## config.mk

```make
export PLATFORM = sky130hd
export DESIGN_NAME = mul_pipeline_flat
export DESIGN_NICKNAME = d
export VERILOG_FILES = /design/src/rtl/mul_pipeline_if.sv /design/src/rtl/mul_pipeline.sv /design/src/flat_wrapper.sv
export SDC_FILE = /design/constraint.sdc
export NUM_CORES = 1
export LEC_CHECK = 0
export BUFFER_PORTS_ARGS = -buffer_cell sky130_fd_sc_hd__buf_2
export CORE_MARGIN = 10
export CORE_UTILIZATION = 60
export CTS_BUF_LIST = sky130_fd_sc_hd__clkbuf_8
export CTS_CLUSTER_SIZE = 10
export DETAILED_ROUTE_END_ITERATION = 12
export PLACE_DENSITY = 0.78
export SYNTH_ARGS = -nofsm -noshare
export SYNTH_HDL_FRONTEND = slang
export SYNTH_SLANG_ARGS = --single-unit
```

## constraint.sdc

```tcl
create_clock -name clk -period 19.6 [get_ports clk]
set_input_delay 3.92 -clock clk [delete_from_list [all_inputs] [get_ports clk]]
set_output_delay 3.92 -clock clk [all_outputs]
set_load 0.005 [all_outputs]
```

## src/rtl/mul_pipeline_if.sv

```systemverilog
// mul_pipeline_if: EX-stage issue bundle and pipeline/writeback outputs of the RV32M multiply pipeline.
interface mul_pipeline_if;
  logic        P0_RegMul;
  logic        Flush;
  logic [2:0]  Funct3;
  logic [31:0] Rs1_Data;
  logic [31:0] Rs2_Data;
  logic [4:0]  E_Rd;
  logic        P1_RegMul;
  logic [4:0]  P1_Rd;
  logic        P2_RegMul;
  logic [4:0]  P2_Rd;
  logic        WB_Valid;
  logic [4:0]  WB_Rd;
  logic [31:0] WB_Data;
  modport master (
    output P0_RegMul, Flush, Funct3, Rs1_Data, Rs2_Data, E_Rd,
    input  P1_RegMul, P1_Rd, P2_RegMul, P2_Rd, WB_Valid, WB_Rd, WB_Data
  );
  modport slave (
    input  P0_RegMul, Flush, Funct3, Rs1_Data, Rs2_Data, E_Rd,
    output P1_RegMul, P1_Rd, P2_RegMul, P2_Rd, WB_Valid, WB_Rd, WB_Data
  );
endinterface

```

## src/rtl/mul_pipeline.sv

```systemverilog
// mul_pipeline: two-stage RV32M multiplier (partial products, then sum); MULH/MULHSU/MULHU when MUL_PIPELINE_MULH_EN is defined.
module mul_pipeline (
  input logic clk,
  input logic rst_n,
  mul_pipeline_if.slave bus
);
  logic       w_acc;
  logic       r_p1_v, r_p2_v;
  logic [4:0] r_p1_rd, r_p2_rd;
  logic [31:0] r_ll;
`ifdef MUL_PIPELINE_MULH_EN
  logic              w_as, w_bs;
  logic signed [33:0] w_al, w_ah, w_bl, w_bh;
  logic signed [33:0] r_lh, r_hl, r_hh;
  logic [2:0]        r_p1_f3, r_p2_f3;
  logic [63:0]       w_sum, r_prod;
  assign w_acc = bus.P0_RegMul & ~bus.Flush & ~bus.Funct3[2];
  assign w_as  = bus.Funct3[1:0] == 2'b01 || bus.Funct3[1:0] == 2'b10;
  assign w_bs  = bus.Funct3[1:0] == 2'b01;
  // 33-bit extended operands split into unsigned low 16 and signed high 17 bits
  assign w_al  = {18'b0, bus.Rs1_Data[15:0]};
  assign w_bl  = {18'b0, bus.Rs2_Data[15:0]};
  assign w_ah  = {{18{w_as & bus.Rs1_Data[31]}}, bus.Rs1_Data[31:16]};
  assign w_bh  = {{18{w_bs & bus.Rs2_Data[31]}}, bus.Rs2_Data[31:16]};
  assign w_sum = {32'b0, r_ll} + ({{30{r_lh[33]}}, r_lh} << 16) + ({{30{r_hl[33]}}, r_hl} << 16)
               + ({{30{r_hh[33]}}, r_hh} << 32);
  always_ff @(posedge clk) begin
    if (!rst_n) begin
      r_ll    <= '0;
      r_lh    <= '0;
      r_hl    <= '0;
      r_hh    <= '0;
      r_p1_f3 <= '0;
      r_p2_f3 <= '0;
      r_prod  <= '0;
    end else begin
      r_ll    <= {16'b0, bus.Rs1_Data[15:0]} * {16'b0, bus.Rs2_Data[15:0]};
      r_lh    <= w_al * w_bh;
      r_hl    <= w_ah * w_bl;
      r_hh    <= w_ah * w_bh;
      r_p1_f3 <= bus.Funct3;
      r_p2_f3 <= r_p1_f3;
      r_prod  <= w_sum;
    end
  end
  assign bus.WB_Data = !r_p2_v ? 32'b0 : r_p2_f3 == 3'b000 ? r_prod[31:0] : r_prod[63:32];
`else
  logic [15:0] r_lh, r_hl;
  logic [31:0] w_sum, r_prod;
  assign w_acc = bus.P0_RegMul & ~bus.Flush & bus.Funct3 == 3'b000;
  // cross products only reach the low word through their low 16 bits; the high product never does
  assign w_sum = r_ll + {r_lh + r_hl, 16'b0};
  always_ff @(posedge clk) begin
    if (!rst_n) begin
      r_ll   <= '0;
      r_lh   <= '0;
      r_hl   <= '0;
      r_prod <= '0;
    end else begin
      r_ll   <= {16'b0, bus.Rs1_Data[15:0]} * {16'b0, bus.Rs2_Data[15:0]};
      r_lh   <= bus.Rs1_Data[15:0] * bus.Rs2_Data[31:16];
      r_hl   <= bus.Rs1_Data[31:16] * bus.Rs2_Data[15:0];
      r_prod <= w_sum;
    end
  end
  assign bus.WB_Data = r_p2_v ? r_prod : 32'b0;
`endif
  always_ff @(posedge clk) begin
    if (!rst_n) begin
      r_p1_v  <= 1'b0;
      r_p2_v  <= 1'b0;
      r_p1_rd <= '0;
      r_p2_rd <= '0;
    end else begin
      r_p1_v  <= w_acc;
      r_p2_v  <= r_p1_v;
      r_p1_rd <= bus.E_Rd;
      r_p2_rd <= r_p1_rd;
    end
  end
  assign bus.P1_RegMul = r_p1_v;
  assign bus.P1_Rd     = r_p1_rd;
  assign bus.P2_RegMul = r_p2_v;
  assign bus.P2_Rd     = r_p2_rd;
  assign bus.WB_Rd     = r_p2_rd;
  assign bus.WB_Valid  = r_p2_v && r_p2_rd != 5'd0;
endmodule

```

## src/flat_wrapper.sv

```systemverilog
// flat-port wrapper written by rule: the top's interface ports become plain ports
module mul_pipeline_flat 
  (clk, rst_n, bus_P0_RegMul, bus_Flush, bus_Funct3, bus_Rs1_Data, bus_Rs2_Data, bus_E_Rd, bus_P1_RegMul, bus_P1_Rd, bus_P2_RegMul, bus_P2_Rd, bus_WB_Valid, bus_WB_Rd, bus_WB_Data);
  mul_pipeline_if bus_i ();
  input logic clk;
  input logic rst_n;
  input wire logic [$bits(bus_i.P0_RegMul)-1:0] bus_P0_RegMul;
  input wire logic [$bits(bus_i.Flush)-1:0] bus_Flush;
  input wire logic [$bits(bus_i.Funct3)-1:0] bus_Funct3;
  input wire logic [$bits(bus_i.Rs1_Data)-1:0] bus_Rs1_Data;
  input wire logic [$bits(bus_i.Rs2_Data)-1:0] bus_Rs2_Data;
  input wire logic [$bits(bus_i.E_Rd)-1:0] bus_E_Rd;
  output wire logic [$bits(bus_i.P1_RegMul)-1:0] bus_P1_RegMul;
  output wire logic [$bits(bus_i.P1_Rd)-1:0] bus_P1_Rd;
  output wire logic [$bits(bus_i.P2_RegMul)-1:0] bus_P2_RegMul;
  output wire logic [$bits(bus_i.P2_Rd)-1:0] bus_P2_Rd;
  output wire logic [$bits(bus_i.WB_Valid)-1:0] bus_WB_Valid;
  output wire logic [$bits(bus_i.WB_Rd)-1:0] bus_WB_Rd;
  output wire logic [$bits(bus_i.WB_Data)-1:0] bus_WB_Data;
  assign bus_i.P0_RegMul = bus_P0_RegMul;
  assign bus_i.Flush = bus_Flush;
  assign bus_i.Funct3 = bus_Funct3;
  assign bus_i.Rs1_Data = bus_Rs1_Data;
  assign bus_i.Rs2_Data = bus_Rs2_Data;
  assign bus_i.E_Rd = bus_E_Rd;
  assign bus_P1_RegMul = bus_i.P1_RegMul;
  assign bus_P1_Rd = bus_i.P1_Rd;
  assign bus_P2_RegMul = bus_i.P2_RegMul;
  assign bus_P2_Rd = bus_i.P2_Rd;
  assign bus_WB_Valid = bus_i.WB_Valid;
  assign bus_WB_Rd = bus_i.WB_Rd;
  assign bus_WB_Data = bus_i.WB_Data;
  mul_pipeline u_core (.clk(clk), .rst_n(rst_n), .bus(bus_i));
endmodule
```

==> results.py <==
metrics = {
    "placed_design": {
        "finalWeightedCongestion": 0.905,
        "dpl_cell_area_um2": 21400,
        "dp.cells": 2836,
        "dpl_worst_slack_ps": 9440,
        "placement.io_buffers": 125,
        "place.detailed.hpwl_um": 38000,
    },
    "logic_synthesis": {
        "syn_area_per_cell_um2": 8.69,
        "syn-num-nets": 3032,
        "synth_cell_type_count": 64,
        "yosys_warns": 0,
        "seq_area_frac_synth": 0.105,
        "ys_ff_latch": 108,
        "synth.cell_area_um2": 20600,
        "ys_async_sr_fraction": 0,
        "cells_after_synth": 2368,
        "main_flop_type_after_synthesis": "sky130_fd_sc_hd__dfxtp_1",
        "synth-edff-count": 0,
    },
    "timing": {
        "rsz0062_at_grt": "false",
        "timing.max_slew.rel_slack": 0.369,
        "hold_viol": 0,
        "postLayoutSetupSlackWorst_ps": 9820,
        "max_clock_freq_mhz": 102,
        "timing_max_transition_violations_final": 0,
        "final.period_utilization": 0.499,
        "fin_crit_ps": 9780,
        "worst-slew-pin-transition_ps": 947,
        "finalSetupTns_ps": 0,
        "fin_skew_ps": 7.14,
        "finalSetupViolCount": 0,
    },
    "power": {
        "pwr_dens_nw_per_um2": 180,
        "max-vdd-ir-drop_uv": 215,
        "static-leakage-power_nw": 11.3,
    },
    "finish": {
        "final-instance-count-excl-fill": 2852,
        "layout-area-overhead-vs-synth_pct": 4.86,
        "finalInstanceArea_um2": 21600,
        "final_common_cell": "sky130_fd_sc_hd__inv_1",
        "antennaDiodeCount": 0,
        "fill_cells": 2831,
        "final_cell_mix": "sky130_fd_sc_hd__inv_1 (479), sky130_fd_sc_hd__fa_1 (356), sky130_fd_sc_hd__nand2_1 (336)",
        "design.final.nets": 3063,
        "final_core_utilization": 0.641,
        "final_layout_size_suffix_gt1_frac": 0.0670,
    },
    "die": {
        "std_cell_rows": 67,
        "initial_util": 0.611,
        "ioPinCount": 126,
        "die_width_um": 205,
        "dieHeight_um": 205,
        "placeableCoreArea_um2": 33700,
        "die_area_um2": 42100,
    },
    "critical_path": {
        "worst_setup_path_start_kind": "primary input",
        "maximum_fanout_along_the_worst_path": 27,
        "criticalPathCategory": "in2reg",
        "endpoint_kind": "register",
        "critical_path_required_ps": 19830,
        "cp.arrival_ps": 10000,
    },
    "clocking": {
        "post_cts_resize_count": 0,
        "postCtsSetupBuffers": 0,
        "clock_tree_buffer_depth": 2,
        "tritoncts_clock_tree": "yes",
        "clk_pin_slew_worst_paths_ps": 110,
        "worst_skew_pair.late_latency_ps": 380,
        "tritoncts_buffers": 9,
        "clock_tree.root_cell": "sky130_fd_sc_hd__clkbuf_8",
        "tritoncts_num_sinks": 108,
        "cts_hold_repair.buffers": 0,
        "cts_htree_levels": 3,
    },
    "route": {
        "route.vias.total": 15500,
        "ant_nets": 0,
        "drt-wirelength-per-cell_um": 17.0,
        "drtIter0Drc": 997,
        "detailedRoute.firstPassIterationCount": 6,
        "routed_wirelength_um": 48500,
        "drc": 0,
        "vias_per_cell": 5.42,
    },
    "global_route": {
        "globalRouteMet3Util": 0.0530,
        "top_usage_layer": "met2",
        "grt_max_degree": 60,
        "met2_resource_use_gr": 0.392,
        "antenna_found_initial": 0,
        "grt.total_usage": 0.239,
        "global_route_wire_length_before_repair_um": 81700,
        "number_of_global_route_vias_before_repair": 16300,
        "grt_use_met1": 0.311,
        "globalRoute.totalOverflow": 0,
    },
    "status": {
        "outcome": "finished clean",
    },
    "min_path": {
        "hold_path.class": "reg2reg",
    },
    "flow_run": {
        "max_cap_viol_count": 0,
    },
}
==> registers in the layout, indices dropped and copies added, names as in the netlist <==
register and cells:
u_core.r_prod 32, u_core.r_hl 16, u_core.bus.P1_Rd 5, u_core.r_ll 32, u_core.r_lh 16, u_core.bus.P1_RegMul 1
u_core.bus.P2_RegMul 1, u_core.bus.P2_Rd 5
==> cell type report <==
type / count / area [um^2] / area share
clock inverters: 6 / 82.6 / 0.00383
repair buffers: 127 / 641 / 0.0297
well taps: 448 / 561 / 0.0260
inverters: 480 / 1800 / 0.0835
clock buffers: 10 / 138 / 0.00638
flip-flops and latches: 108 / 2160 / 0.100
multi-input cells: 1673 / 16200 / 0.751
==> routing by layer <==
layer | part of all wire | up-vias | wire, um
met1 | 0.41 | 7571 | 20100
li1 | - | 7151 | -
met3 | 0.091 | 101 | 4430
met5 | 0 | - | 0
met2 | 0.46 | 641 | 22500
met4 | 0.031 | 0 | 1520
==> report_power, final <==
part	internal (W)	switching, W
logic	0.00144	0.00196
clock network	0.0000652	0.0000796
registers	0.000307	0.0000282
==> worst max-delay path, stage by stage <==
cell                       delay [ps]
sky130_fd_sc_hd__buf_2            560
sky130_fd_sc_hd__nand2_1          150
sky130_fd_sc_hd__fa_1             510
sky130_fd_sc_hd__inv_1             60
sky130_fd_sc_hd__fa_1             490
sky130_fd_sc_hd__inv_1             50
sky130_fd_sc_hd__fa_1             530
sky130_fd_sc_hd__inv_1             50
sky130_fd_sc_hd__fa_1             450
sky130_fd_sc_hd__fa_1             510
sky130_fd_sc_hd__inv_1             50
sky130_fd_sc_hd__fa_1             470
sky130_fd_sc_hd__inv_1             40
sky130_fd_sc_hd__ha_1             360
sky130_fd_sc_hd__a211oi_2         240
sky130_fd_sc_hd__nor2_1            80
sky130_fd_sc_hd__or3_4            380
sky130_fd_sc_hd__a221oi_4         390
sky130_fd_sc_hd__o21ai_2          150
sky130_fd_sc_hd__o41ai_4          260
sky130_fd_sc_hd__nand4b_1         180
sky130_fd_sc_hd__a41oi_2          100
==> final timing paths <==
kind         slack (ps)                 to            start  depth (start not counted)
max                9820    u_core.r_ll[31]  bus_Rs1_Data[5]                         22
min                 440   u_core.r_prod[7]   u_core.r_ll[7]                          1
max reg2reg       15330  u_core.r_prod[31]   u_core.r_hl[0]                         16
min reg2reg         440   u_core.r_prod[7]   u_core.r_ll[7]                          1
==> per-stage QoR <==
| step | total power (W) | hold WS (ps) |
|---|---|---|
| 3_3_place_gp | 0.00358 | 414 |
| 3_5_place_dp | 0.00368 | 417 |
| 6_report | 0.00388 | 442 |
| 2_1_floorplan | 0.00291 | 412 |
| 4_1_cts | 0.00385 | 444 |
| 5_1_grt | 0.00435 | 457 |
==> Yosys cell counts (4+ instances only) <==
| library cell | n | area share |
|---|---|---|
| sky130_fd_sc_hd__a21o_1 | 22 | 0.0080 |
| sky130_fd_sc_hd__xor2_1 | 38 | 0.016 |
| sky130_fd_sc_hd__nor2_1 | 75 | 0.014 |
| sky130_fd_sc_hd__nor3b_1 | 4 | 0.0015 |
| sky130_fd_sc_hd__nand2b_1 | 10 | 0.0030 |
| sky130_fd_sc_hd__and2_1 | 293 | 0.089 |
| sky130_fd_sc_hd__nand3_1 | 12 | 0.0029 |
| sky130_fd_sc_hd__a31oi_1 | 5 | 0.0015 |
| sky130_fd_sc_hd__a21oi_1 | 52 | 0.013 |
| sky130_fd_sc_hd__xnor2_1 | 86 | 0.037 |
| sky130_fd_sc_hd__o31ai_1 | 5 | 0.0018 |
| sky130_fd_sc_hd__o21ai_1 | 10 | 0.0024 |
| sky130_fd_sc_hd__or2_2 | 5 | 0.0015 |
| sky130_fd_sc_hd__o21a_1 | 8 | 0.0029 |
| sky130_fd_sc_hd__ha_1 | 232 | 0.14 |
| sky130_fd_sc_hd__or3_1 | 8 | 0.0024 |
| sky130_fd_sc_hd__inv_1 | 479 | 0.087 |
| sky130_fd_sc_hd__nor3_1 | 19 | 0.0046 |
| sky130_fd_sc_hd__o21ai_0 | 12 | 0.0029 |
| sky130_fd_sc_hd__nor2b_1 | 5 | 0.0015 |
| sky130_fd_sc_hd__dfxtp_1 | 108 | 0.11 |
| sky130_fd_sc_hd__buf_4 | 5 | 0.0018 |
| sky130_fd_sc_hd__clkbuf_1 | 101 | 0.018 |
| sky130_fd_sc_hd__nand2_1 | 336 | 0.061 |
| sky130_fd_sc_hd__and3_1 | 12 | 0.0036 |
| sky130_fd_sc_hd__a211oi_1 | 6 | 0.0022 |
| sky130_fd_sc_hd__fa_1 | 356 | 0.35 |
| sky130_fd_sc_hd__o21bai_1 | 17 | 0.0062 |
==> cell families after synthesis <==
logic type               synth area share
XOR/XNOR                           0.0528
buffers and inverters               0.108
flip-flops                          0.105
AND/OR/NAND/NOR                     0.190
multiplexers                      0.00146
adder cells (fa/ha/maj)             0.487
AO/OA/AOI/OAI                      0.0552
Note: power is estimated with default switching activity, not from simulation.
